==> config.mk <==
export PLATFORM = sky130hd
export DESIGN_NAME = vscale_alu_arbiter_flat
export DESIGN_NICKNAME = d
export VERILOG_FILES = /design/src/rtl/vscale_alu_arbiter_pkg.sv /design/src/rtl/vscale_alu_arbiter_if.sv /design/src/rtl/vscale_alu_arbiter_starve_ctr.sv /design/src/rtl/vscale_alu_arbiter.sv /design/src/flat_wrapper.sv
export SDC_FILE = /design/constraint.sdc
export NUM_CORES = 1
export LEC_CHECK = 0
export BUFFER_PORTS_ARGS = -buffer_cell sky130_fd_sc_hd__buf_2
export CAP_MARGIN = 15
export CORE_AREA = 2 2 108 110
export CTS_CLUSTER_DIAMETER = 30
export DETAILED_ROUTE_END_ITERATION = 6
export DIE_AREA = 0 0 110 112
export PLACE_DENSITY = 0.51
export SLEW_MARGIN = 10
export SYNTH_ARGS = -nofsm -noshare
export SYNTH_HDL_FRONTEND = slang
export SYNTH_SLANG_ARGS = --single-unit
==> constraint.sdc <==
create_clock -name clk -period 6.7 [get_ports clk]
set_input_delay 2.01 -clock clk [delete_from_list [all_inputs] [get_ports clk]]
set_output_delay 2.01 -clock clk [all_outputs]
set_load 0.05 [all_outputs]
==> src/rtl/vscale_alu_arbiter_pkg.sv <==
// Shared widths, ALU op codes and arbiter state encoding for the vscale ALU arbiter.
package vscale_alu_arbiter_pkg;

  localparam int XPR_LEN = 32;
  localparam int ALU_OP_WIDTH = 4;

  localparam logic [ALU_OP_WIDTH-1:0] ALU_OP_ADD = 4'd0;
  localparam logic [ALU_OP_WIDTH-1:0] ALU_OP_XOR = 4'd4;
  localparam logic [ALU_OP_WIDTH-1:0] ALU_OP_OR  = 4'd6;
  localparam logic [ALU_OP_WIDTH-1:0] ALU_OP_AND = 4'd7;
  localparam logic [ALU_OP_WIDTH-1:0] ALU_OP_SUB = 4'd10;

  localparam int ARB_STATE_WIDTH = 1;

  typedef enum logic [ARB_STATE_WIDTH-1:0] {
    ARB_IDLE = 1'b0,
    ARB_RESP = 1'b1
  } arb_state_e;

endpackage

==> src/rtl/vscale_alu_arbiter_if.sv <==
// Auxiliary requester <-> ALU arbiter handshake: request payload in, held result out.
interface vscale_alu_arbiter_if;
  import vscale_alu_arbiter_pkg::*;

  logic                    aux_req_valid;
  logic                    aux_req_ready;
  logic [XPR_LEN-1:0]      aux_op_a;
  logic [XPR_LEN-1:0]      aux_op_b;
  logic [ALU_OP_WIDTH-1:0] aux_alu_op;
  logic                    aux_resp_valid;
  logic                    aux_resp_ready;
  logic [XPR_LEN-1:0]      aux_resp_data;

  modport master (
    output aux_req_valid, aux_op_a, aux_op_b, aux_alu_op, aux_resp_ready,
    input  aux_req_ready, aux_resp_valid, aux_resp_data
  );

  modport slave (
    input  aux_req_valid, aux_op_a, aux_op_b, aux_alu_op, aux_resp_ready,
    output aux_req_ready, aux_resp_valid, aux_resp_data
  );

endinterface

==> src/rtl/vscale_alu_arbiter_starve_ctr.sv <==
// Saturating count of cycles an auxiliary request has been refused; flags when MAX_WAIT is reached.
module vscale_alu_arbiter_starve_ctr #(
  parameter int unsigned MAX_WAIT = 8
) (
  input  logic clk,
  input  logic reset,
  input  logic count_en,
  input  logic clear,
  output logic starve_force
);

  localparam logic [7:0] WaitLimit = 8'(MAX_WAIT);

  logic [7:0] cnt;

  // Clear has priority so a grant or a withdrawn request always restarts the wait.
  always_ff @(posedge clk or posedge reset) begin
    if (reset) begin
      cnt <= 8'd0;
    end else if (clear) begin
      cnt <= 8'd0;
    end else if (count_en && (cnt != WaitLimit)) begin
      cnt <= cnt + 8'd1;
    end
  end

  assign starve_force = (cnt == WaitLimit);

endmodule

==> src/rtl/vscale_alu_arbiter.sv <==
// Time-shares the ALU between the DX stage and one auxiliary requester.
// Define VSCALE_ALU_ARB_ANTISTARVE_EN to add the forced-grant / DX-stall anti-starvation path.
module vscale_alu_arbiter
  import vscale_alu_arbiter_pkg::*;
#(
  parameter int unsigned MAX_WAIT = 8
)
(
  input  logic                    clk,
  input  logic                    reset,
  input  logic                    dx_alu_busy,
  input  logic [XPR_LEN-1:0]      dx_src_a,
  input  logic [XPR_LEN-1:0]      dx_src_b,
  input  logic [ALU_OP_WIDTH-1:0] dx_alu_op,
  output logic [XPR_LEN-1:0]      alu_src_a,
  output logic [XPR_LEN-1:0]      alu_src_b,
  output logic [ALU_OP_WIDTH-1:0] alu_op,
  input  logic [XPR_LEN-1:0]      alu_out,
  vscale_alu_arbiter_if.slave     aux,
  output logic                    arb_stall_DX
);

  arb_state_e         state;
  logic [XPR_LEN-1:0] resp_data;
  logic               grant_aux;
  logic               starve_force;

  assign grant_aux = (state == ARB_IDLE) && aux.aux_req_valid && (!dx_alu_busy || starve_force);

  assign aux.aux_req_ready  = grant_aux;
  assign aux.aux_resp_valid = (state == ARB_RESP);
  assign aux.aux_resp_data  = resp_data;

  assign alu_src_a = grant_aux ? aux.aux_op_a   : dx_src_a;
  assign alu_src_b = grant_aux ? aux.aux_op_b   : dx_src_b;
  assign alu_op    = grant_aux ? aux.aux_alu_op : dx_alu_op;

  // The result is captured only on the grant edge, so later pipeline ALU traffic cannot disturb it.
  always_ff @(posedge clk or posedge reset) begin
    if (reset) begin
      state     <= ARB_IDLE;
      resp_data <= '0;
    end else begin
      case (state)
        ARB_IDLE: begin
          if (grant_aux) begin
            state     <= ARB_RESP;
            resp_data <= alu_out;
          end
        end
        ARB_RESP: begin
          if (aux.aux_resp_ready) begin
            state <= ARB_IDLE;
          end
        end
        default: state <= ARB_IDLE;
      endcase
    end
  end

`ifdef VSCALE_ALU_ARB_ANTISTARVE_EN
  logic count_en;
  logic count_clear;

  assign count_en    = (state == ARB_IDLE) && aux.aux_req_valid && !grant_aux;
  assign count_clear = grant_aux || !aux.aux_req_valid;

  vscale_alu_arbiter_starve_ctr #(
    .MAX_WAIT (MAX_WAIT)
  ) u_starve_ctr (
    .clk          (clk),
    .reset        (reset),
    .count_en     (count_en),
    .clear        (count_clear),
    .starve_force (starve_force)
  );

  // A grant while DX is busy can only be a forced one; DX must hold and replay its op.
  assign arb_stall_DX = grant_aux && dx_alu_busy;
`else
  assign starve_force = 1'b0;
  assign arb_stall_DX = 1'b0;
`endif

endmodule

==> src/flat_wrapper.sv <==
// flat-port wrapper written by rule: the top's interface ports become plain ports
module vscale_alu_arbiter_flat import vscale_alu_arbiter_pkg::*;
#(
  parameter int unsigned MAX_WAIT = 8
)
  (clk, reset, dx_alu_busy, dx_src_a, dx_src_b, dx_alu_op, alu_src_a, alu_src_b, alu_op, alu_out, arb_stall_DX, aux_aux_req_valid, aux_aux_op_a, aux_aux_op_b, aux_aux_alu_op, aux_aux_resp_ready, aux_aux_req_ready, aux_aux_resp_valid, aux_aux_resp_data);
  vscale_alu_arbiter_if aux_i ();
  input  logic clk;
  input  logic reset;
  input  logic dx_alu_busy;
  input  logic [XPR_LEN-1:0] dx_src_a;
  input  logic [XPR_LEN-1:0] dx_src_b;
  input  logic [ALU_OP_WIDTH-1:0] dx_alu_op;
  output logic [XPR_LEN-1:0] alu_src_a;
  output logic [XPR_LEN-1:0] alu_src_b;
  output logic [ALU_OP_WIDTH-1:0] alu_op;
  input  logic [XPR_LEN-1:0] alu_out;
  output logic arb_stall_DX;
  input wire logic [$bits(aux_i.aux_req_valid)-1:0] aux_aux_req_valid;
  input wire logic [$bits(aux_i.aux_op_a)-1:0] aux_aux_op_a;
  input wire logic [$bits(aux_i.aux_op_b)-1:0] aux_aux_op_b;
  input wire logic [$bits(aux_i.aux_alu_op)-1:0] aux_aux_alu_op;
  input wire logic [$bits(aux_i.aux_resp_ready)-1:0] aux_aux_resp_ready;
  output wire logic [$bits(aux_i.aux_req_ready)-1:0] aux_aux_req_ready;
  output wire logic [$bits(aux_i.aux_resp_valid)-1:0] aux_aux_resp_valid;
  output wire logic [$bits(aux_i.aux_resp_data)-1:0] aux_aux_resp_data;
  assign aux_i.aux_req_valid = aux_aux_req_valid;
  assign aux_i.aux_op_a = aux_aux_op_a;
  assign aux_i.aux_op_b = aux_aux_op_b;
  assign aux_i.aux_alu_op = aux_aux_alu_op;
  assign aux_i.aux_resp_ready = aux_aux_resp_ready;
  assign aux_aux_req_ready = aux_i.aux_req_ready;
  assign aux_aux_resp_valid = aux_i.aux_resp_valid;
  assign aux_aux_resp_data = aux_i.aux_resp_data;
  vscale_alu_arbiter #(.MAX_WAIT(MAX_WAIT)) u_core (.clk(clk), .reset(reset), .dx_alu_busy(dx_alu_busy), .dx_src_a(dx_src_a), .dx_src_b(dx_src_b), .dx_alu_op(dx_alu_op), .alu_src_a(alu_src_a), .alu_src_b(alu_src_b), .alu_op(alu_op), .alu_out(alu_out), .aux(aux_i), .arb_stall_DX(arb_stall_DX));
endmodule
* Word-level counts from Yosys, hierarchy flattened
Index checks and enable logic that the tools add are counted.
Word-level totals: flip-flop bits (word level) 33
Operators by class: multiplexer cells 6, bitwise logic cells 1, reductions and logical operators 4
Operators by type and width (count):
- 2-to-1 mux 32 bit | 2
- 2-to-1 mux 4 bit | 1
- logical AND 1 bit | 2
- 2-to-1 mux 1 bit | 2
- case mux 1 bit (2 select lines) | 1
- AND reduction 2 bit | 1
- zero test 1 bit | 1
- inverter 1 bit | 1

* Longest topological paths before layout
Gate-level depths: netlist of run 1.
depth in word-level cells 5, mapped depth 4

* Worst setup path after synthesis of run 1
OpenSTA, ideal clock, no wires.
kind input-to-output, start input dx_alu_busy, end output alu_op[0], path slack 1589 ps, data required time 4690 ps, data arrival time 3101 ps, stages 4, cells stage by stage nor3b_2 buf_6 buf_8 mux2_1
Between the ends: longest elaborated chain between the ends 3
Ends and longest elaborated chain:
- from (decl) | RTL line flat_wrapper.sv:10 | input logic dx_alu_busy;
- zero test 1 bit | RTL line vscale_alu_arbiter.sv:28 | assign grant_aux = (state == ARB_IDLE) && aux.aux_req_valid && (!dx_alu_busy || starve_force);
- logical AND 1 bit | RTL line vscale_alu_arbiter.sv:28
- 2-to-1 mux 4 bit | RTL line vscale_alu_arbiter.sv:36 | assign alu_op = grant_aux ? aux.aux_alu_op : dx_alu_op;
- to (decl) | RTL line flat_wrapper.sv:16 | output logic [ALU_OP_WIDTH-1:0] alu_op;
Every way passes these cells.

* Worst setup path in the final report of run 1
start input dx_alu_busy, end output alu_src_b[12]
Between the ends: longest elaborated chain between the ends 3
Ends and longest elaborated chain:
- zero test 1 bit | RTL line vscale_alu_arbiter.sv:28
- logical AND 1 bit | RTL line vscale_alu_arbiter.sv:28
- 2-to-1 mux 32 bit | RTL line vscale_alu_arbiter.sv:35 | assign alu_src_b = grant_aux ? aux.aux_op_b : dx_src_b;
- to (decl) | RTL line flat_wrapper.sv:15 | output logic [XPR_LEN-1:0] alu_src_b;
Every way passes these cells.

==> metrics.txt, run 1 <==
Post-Syn Area=2130 um^2; number of global-route vias before repair=2,256; CTS tree=built; sequential area share after synthesis=38.7%; die area=12,300 um^2; # Post-CTS Setup Buffers=0; Tmin final=5480 ps; Post-DP Area=3570 um^2; Mean Syn Cell Area=14.2 um^2; CTS Sinks=33; DIE HEIGHT=112 um; Yosys cell types=11; Hold WC Path Type=flop to flop; RSZ-0062 raised after global routing=false; fraction of layout cells with a size suffix above 1=72.1%; crit path DAT=3470 ps; DR vias/cell=4.04; CTS Buf Count=5; setup tns final=0 ps; Setup CP Type=input pin to output port; first-pass detailed-route iteration total=4; Remaining Overflow, GRT=0; initial drt markers=89; num rows=39; CP Max Fanout=88; Clk Latency, worst-skew pair=270 ps; post-route ant nets=0; DRC=0; Max Clk Rate=182 MHz; CTS Hold Bufs=0; Layout Nets=595; starting density of the core=19.1%; I/O pin cnt=276; Post-CTS Resized=0; outcome=finished, final reports clean; synthesis-stage register bit count=33; root buf cell=clkbuf_16; Buffers on Ports=274; Die Wd=110 um; Clock Skew=2.75 ps; peak supply drop=153 uV; initial antenna violation count=2; Max Cap Viol=0; Reg clk slew, reported paths=50 ps; Tot GR Track Use=12.7%; Data required, critical path=4690 ps; Final Hold Fails=0; DR WL/cell=15.1 um; H-tree Lvls=2; Setup crit end kind=output port; crit start category=input pin; Core ar.=11,200 um^2; Syn-to-layout area delta=74.3%; Mapped Nets=323; via count=2,293; Worst-Margin Slew=509 ps; endpoints failing setup=0; max-slew violation count=0; utilization after layout=33.3%; first-pass GRT wire length=11.8 mm; pin count of the biggest net entering global routing=89; final period utilization=81.8%; Syn. warnings=0; headroom to the max-slew limit=66.1%; WL final=8.56 mm; Gate Count Post-Synth=150; gp weighted congestion=0.787; final instance area=3720 um^2; P_leak=1.98 nW; Power Density=265 nW/um^2; CTS Buffer Depth=2; DP HPWL=7.38 mm
## path summary, 6_finish.rpt
path / depth (start not counted) / slack [ps] / end / startpoint
max reg2reg: 3 / 5050 / u_core.aux.aux_resp_data[7] / u_core.aux.aux_resp_valid
min in group asynchronous: 3 / 1810 / u_core.aux.aux_resp_data[21] / reset
min reg2reg: 1 / 480 / u_core.aux.aux_resp_data[31] / u_core.aux.aux_resp_data[31]
max: 5 / 1220 / alu_src_b[12] / dx_alu_busy
max in group asynchronous: 3 / 4580 / u_core.aux.aux_resp_data[11] / reset
min: 1 / 480 / u_core.aux.aux_resp_data[31] / u_core.aux.aux_resp_data[31]
## final cells by class
type	count	area (um^2)
fill	1164	7460
multi-input combinational	103	1160
tap	143	179
clock buffer	6	129
sequential	33	826
clock inverter	2	10.0
antenna	1	2.50
inverter	2	7.51
timing repair buffer	277	1410
## cell usage after synthesis
library cell / count / area (um^2)
mux2_1: 80 / 901
dfrtp_1: 33 / 826
mux2_2: 20 / 225
buf_8: 8 / 120
buf_2: 2 / 10.0
inv_1: 2 / 7.51
a21o_1: 1 / 7.51
buf_4: 1 / 7.51
buf_6: 1 / 11.3
conb_1: 1 / 3.75
nor3b_2: 1 / 12.5
## per-layer routing
metal  wire length (um)  global-route usage (%)  vias up
met4                 65                    2.87        0
met3                923                    3.51        8
li1                   -                       -     1083
met2               4430                    23.7      127
met5                  0                       0        -
met1               3130                    14.1     1075
## stage by stage
step / worst slack, ps / instances / power, mW / hold WS, ps
2_1_floorplan: 1590 / 150 / 0.641 / 828
3_3_place_gp: 1240 / 558 / 0.774 / 463
3_5_place_dp: 1200 / 558 / 0.776 / 469
4_1_cts: 1200 / 566 / 1.00 / 488
5_1_grt: 1130 / 567 / 1.03 / 506
6_report: 1220 / 567 / 0.987 / 482
## logic make-up after synthesis
family                 synth area share [%]
muxes                                  52.8
DFF                                    38.7
buffers and inverters                  7.34
AOI/OAI and AO/OA                     0.352
and+or+nand+nor                       0.587
other                                 0.176
## registers in the layout, indices dropped and copies added, names as in the netlist
name                       count
u_core.aux.aux_resp_valid      1
u_core.aux.aux_resp_data      32
## cells in the final DEF, fill, tap and decap left out
cell	n
inv_1	2
clkinv_2	2
buf_12	1
buf_2	274
a21o_1	1
mux2_1	80
mux2_2	20
buf_4	2
nor3b_4	1
clkbuf_16	5
conb_1	1
dfrtp_1	33
diode_2	1
clkbuf_1	1
## report_power, final
group | switching (mW) | internal [mW]
Sequential | 0.0202 | 0.242
Combinational | 0.364 | 0.143
Clock | 0.0811 | 0.136
Total | 0.465 | 0.521
## worst max-delay path, stage by stage
cell and delay (ps):
buf_2 110, nor3b_4 250, buf_12 360, mux2_1 420
buf_2 230
Power figures use the tool's default switching activity.
==> run 2, diff against run 1 <==
--- a/config.mk
+++ b/config.mk
@@ -7,11 +7,11 @@
 export LEC_CHECK = 0
 export BUFFER_PORTS_ARGS = -buffer_cell sky130_fd_sc_hd__buf_2
 export CAP_MARGIN = 15
-export CORE_AREA = 2 2 108 110
+export CORE_AREA = 2 2 107 109
 export CTS_CLUSTER_DIAMETER = 30
 export DETAILED_ROUTE_END_ITERATION = 6
-export DIE_AREA = 0 0 110 112
-export PLACE_DENSITY = 0.51
+export DIE_AREA = 0 0 109 111
+export PLACE_DENSITY = 0.52
 export SLEW_MARGIN = 10
 export SYNTH_ARGS = -nofsm -noshare
 export SYNTH_HDL_FRONTEND = slang
==> constraint.sdc (replaced) <==
create_clock -name clk -period 5.57 [get_ports clk]
set_input_delay 1.671 -clock clk [delete_from_list [all_inputs] [get_ports clk]]
set_output_delay 1.671 -clock clk [all_outputs]
set_load 0.05 [all_outputs]
==> metrics.txt, run 2 (same netlist as run 1, synthesis figures left out) <==
most common cell after layout, fill and taps aside=buf_2; CP startpoint=dx_alu_busy; headroom to the max-slew limit=61.6%; crit path DAT=3190 ps; crit start category=input pin; CP Max Fanout=101; root buf cell=clkbuf_16; CTS Hold Bufs=0; Final Hold Fails=0; via count=2,331; H-tree Lvls=2; max incr delay on CP=410 ps; Setup CP Type=input pin to output port; delay-heaviest family, CP=buffers and inverters; WL final=7.99 mm; DR WL/cell=14.1 um; gp weighted congestion=0.842; starting density of the core=19.2%; Core ar.=11,100 um^2; CP max-delay cell=buf_12; Buffers on Ports=274; Remaining Overflow, GRT=0; Post-DP Area=3570 um^2; utilization after layout=33.8%; initial drt markers=45; Tmin final=4860 ps; CTS Buffer Depth=2; setup tns final=0 ps; outcome=finished, final reports clean; Power Density=333 nW/um^2; Layout Nets=594; Die Wd=109 um; Critical R2R Launch=u_core.aux.aux_resp_valid; Clk Latency, worst-skew pair=270 ps; Clock Skew=1.26 ps; first-pass detailed-route iteration total=3; max-slew violation count=0; Detail Route met2 WL=3.96 mm; RSZ-0062 raised after global routing=false; Post-CTS Resized=0; max FFs per register=32; Max Clk Rate=206 MHz; Hold WC Path Type=flop to flop; DRT met1 WL=3.19 mm; number of global-route vias before repair=2,359; DP HPWL=6.74 mm; # Post-CTS Setup Buffers=0; first-pass GRT wire length=11.4 mm; DRC=0; met3 wire length=764 um; die area=12,100 um^2; WP buf/inv=3; Max Cap Viol=0; Syn-to-layout area delta=75.5%; Max Used Layer=met4; Setup crit end kind=output port; pin count of the biggest net entering global routing=102; Worst-Margin Slew=576 ps; P_leak=1.99 nW; peak supply drop=276 uV; DR vias/cell=4.12; CTS tree=built; most frequent CP cell=buf_2; Reg clk slew, reported paths=50 ps; post-route ant nets=0; I/O pin cnt=276; hold path start=u_core.aux.aux_resp_data[14]; initial antenna violation count=2; CTS Sinks=33; Data required, critical path=3900 ps; fraction of layout cells with a size suffix above 1=72.0%; endpoints failing setup=0; final period utilization=87.3%; final instance area=3740 um^2; DIE HEIGHT=111 um; most frequent cells in the layout=buf_2 (274), mux2_1 (80), dfrtp_1 (33); cells along the critical path=buf_2 > nor3b_4 > buf_12 > mux2_1 > buf_2; Tot GR Track Use=12.1%; CTS Buf Count=5; num rows=39
==> run 2: cell types whose count changed in the layout (fill, tap and decap cells not counted) <==
cell and change:
clkbuf_8 +1, bufinv_16 +1, buf_4 -1, clkinv_2 -2
==> run 2: path summary, 6_finish.rpt <==
check / cells past startpoint / to / slack (ps)
worst max-delay path: 5 / alu_src_a[17] / 710
worst min-delay path: 1 / u_core.aux.aux_resp_data[14] / 480
worst max register to register: 3 / u_core.aux.aux_resp_data[28] / 3830
worst min register to register: 1 / u_core.aux.aux_resp_data[14] / 480
max in group asynchronous: 3 / u_core.aux.aux_resp_data[3] / 3780
min in group asynchronous: 3 / u_core.aux.aux_resp_data[31] / 1480
==> run 2: final cells by class <==
type | instances | area, um^2
Fill cell | 1136 | 7330
Timing Repair Buffer | 276 | 1400
Multi-Input combinational cell | 103 | 1160
Sequential cell | 33 | 826
Tap cell | 143 | 179
Clock buffer | 7 | 143
Clock inverter | 1 | 30.0
Inverter | 2 | 7.51
Antenna cell | 1 | 2.50
==> run 2: per-layer routing <==
layer | up-vias | track usage, %
met5 | - | 0
met4 | 0 | 2.82
met3 | 6 | 2.82
met2 | 135 | 22.0
met1 | 1108 | 14.1
li1 | 1082 | -
==> run 2: per-stage QoR <==
step	cells	power [mW]	hold WS, ps	worst slack (ps)
floorplan	150	0.771	828	1140
global placement	557	0.928	466	736
detailed placement	557	0.934	472	721
CTS	565	1.27	484	716
global route	566	1.31	497	638
finish	566	1.24	480	709
==> run 2: power breakdown <==
part           leakage (nW)  total [mW]  switching (mW)  internal [mW]
combinational          1.51       0.608           0.437          0.171
sequential            0.389       0.317          0.0253          0.292
clock                0.0841       0.320          0.0963          0.223
==> run 2: worst reg2reg max path, stage by stage (launching register included) <==
cell     delay [ps]
dfrtp_1         420
nor3b_4         260
buf_12          410
mux2_2          540
==> run 3, diff against run 2 <==
--- a/config.mk
+++ b/config.mk
@@ -11,7 +11,7 @@
 export CTS_CLUSTER_DIAMETER = 30
 export DETAILED_ROUTE_END_ITERATION = 6
 export DIE_AREA = 0 0 109 111
-export PLACE_DENSITY = 0.52
+export PLACE_DENSITY_LB_ADDON = 0.15
 export SLEW_MARGIN = 10
 export SYNTH_ARGS = -nofsm -noshare
 export SYNTH_HDL_FRONTEND = slang
==> metrics.txt, run 3 (same netlist as run 1, synthesis figures left out) <==
final period utilization=83.9%; CTS Buf Count=5; Final Hold Fails=0; Core ar.=11,100 um^2; fraction of layout cells with a size suffix above 1=72.1%; most common cell after layout, fill and taps aside=buf_2; Remaining Overflow, GRT=0; max-slew violation count=0; endpoints failing setup=0; P_leak=1.98 nW; worst setup margin=895 ps; # Post-CTS Setup Buffers=0; Tmin final=4680 ps; outcome=finished, final reports clean; post-route ant nets=0; H-tree Lvls=2; CTS tree=built; reg2reg end=u_core.aux.aux_resp_data[3]; setup slack, reg-to-reg=4040 ps; Layout Nets=595; WHS Endpoint=u_core.aux.aux_resp_data[19]; DRC=0; Buffers on Ports=274; Reg clk slew, reported paths=50 ps; starting density of the core=19.2%; most frequent CP cell=buf_2; WP buf/inv=3; num rows=39; WL final=8.36 mm; max FFs per register=32; Critical R2R Launch=u_core.aux.aux_resp_valid; CP Max Fanout=52; Post-CTS Resized=0; sequential cell area=826 um^2; WHS Path Cells=1; DIE HEIGHT=111 um; DR vias/cell=4.07; peak supply drop=217 uV; number of global-route vias before repair=2,232; DR WL/cell=14.8 um; Data required, critical path=3900 ps; CTS Hold Bufs=0; fill count=1,151; most frequent cells in the layout=buf_2 (274), mux2_1 (80), dfrtp_1 (33); setup tns final=0 ps; initial antenna violation count=0; crit path DAT=3000 ps; first-pass detailed-route iteration total=4; crit start category=input pin; I/O pin cnt=276; CP max-delay cell=mux2_1; Die Wd=109 um; hold path start=u_core.aux.aux_resp_data[19]; CTS Sinks=33; root buf cell=clkbuf_16; cells along the critical path=buf_2 > nor3b_4 > buf_12 > mux2_1 > buf_2; antenna fix cells=0; gp weighted congestion=0.737; pin count of the biggest net entering global routing=53; first-pass GRT wire length=11.8 mm; DP HPWL=7.01 mm; Post-Place Worst Slack=887 ps; Reg2Reg Depth=3; Hold WC Path Type=flop to flop; initial drt markers=59; Clock Skew=2.77 ps; Power Density=318 nW/um^2; Setup crit end kind=output port; die area=12,100 um^2; Setup CP Type=input pin to output port; RSZ-0062 raised after global routing=false; via count=2,303; Tot GR Track Use=12.6%; CTS Buffer Depth=2; delay-heaviest family, CP=buffers and inverters; Syn-to-layout area delta=74.8%; Max Cap Viol=0; area of the multi-input gates=1160 um^2; Clk Latency, worst-skew pair=270 ps; Max Clk Rate=214 MHz; max incr delay on CP=370 ps
==> run 3: cell types whose count changed in the layout (fill, tap and decap cells not counted) <==
cell / delta
diode_2: -1
buf_12: +1
clkbuf_8: -1
clkinv_2: +2
bufinv_16: -1
==> run 3: layout make-up <==
type                       instances  area share, %
clock buffer                       6           3.46
tap                              143           4.80
clock inverter                     2          0.269
multi-input combinational        103           31.0
inverter                           2          0.201
sequential                        33           22.2
timing repair buffer             277           38.1
==> run 3: report_power, final <==
group	switching, mW	internal [mW]
clock network	0.0958	0.164
logic	0.437	0.172
registers	0.0245	0.292
==> run 3: worst max-delay path by stage <==
stage	start	end	slack, ps	depth (start not counted)
finish	dx_alu_busy	alu_src_b[25]	890	5
global route	dx_alu_busy	alu_src_b[27]	820	5
floorplan	dx_alu_busy	alu_op[0]	1140	4
CTS	dx_alu_busy	alu_src_b[25]	880	5
detailed placement	dx_alu_busy	alu_src_b[25]	890	5
global placement	dx_alu_busy	alu_src_b[25]	890	5
==> run 3: per-stage QoR <==
stage | std cells | hold WS [ps] | area (um^2) | utilization (%) | total power [mW]
after global routing | 566 | 500 | 3730 | 33.6 | 1.24
after floorplan | 150 | 828 | 2130 | - | 0.771
after global placement | 558 | 467 | 3590 | 32.4 | 0.933
final | 566 | 480 | 3730 | 33.6 | 1.18
after CTS | 566 | 487 | 3730 | 33.6 | 1.20
after detailed placement | 558 | 474 | 3590 | 32.4 | 0.933
==> run 3: per-layer routing <==
layer | up-vias | share of wire (%) | wire length, um | global-route usage [%]
li1 | 1086 | - | - | -
met1 | 1087 | 37 | 3130 | 14.2
met2 | 128 | 51 | 4270 | 23.3
met3 | 2 | 11 | 936 | 3.53
met4 | 0 | 0.32 | 27 | 2.65
met5 | - | 0 | 0 | 0
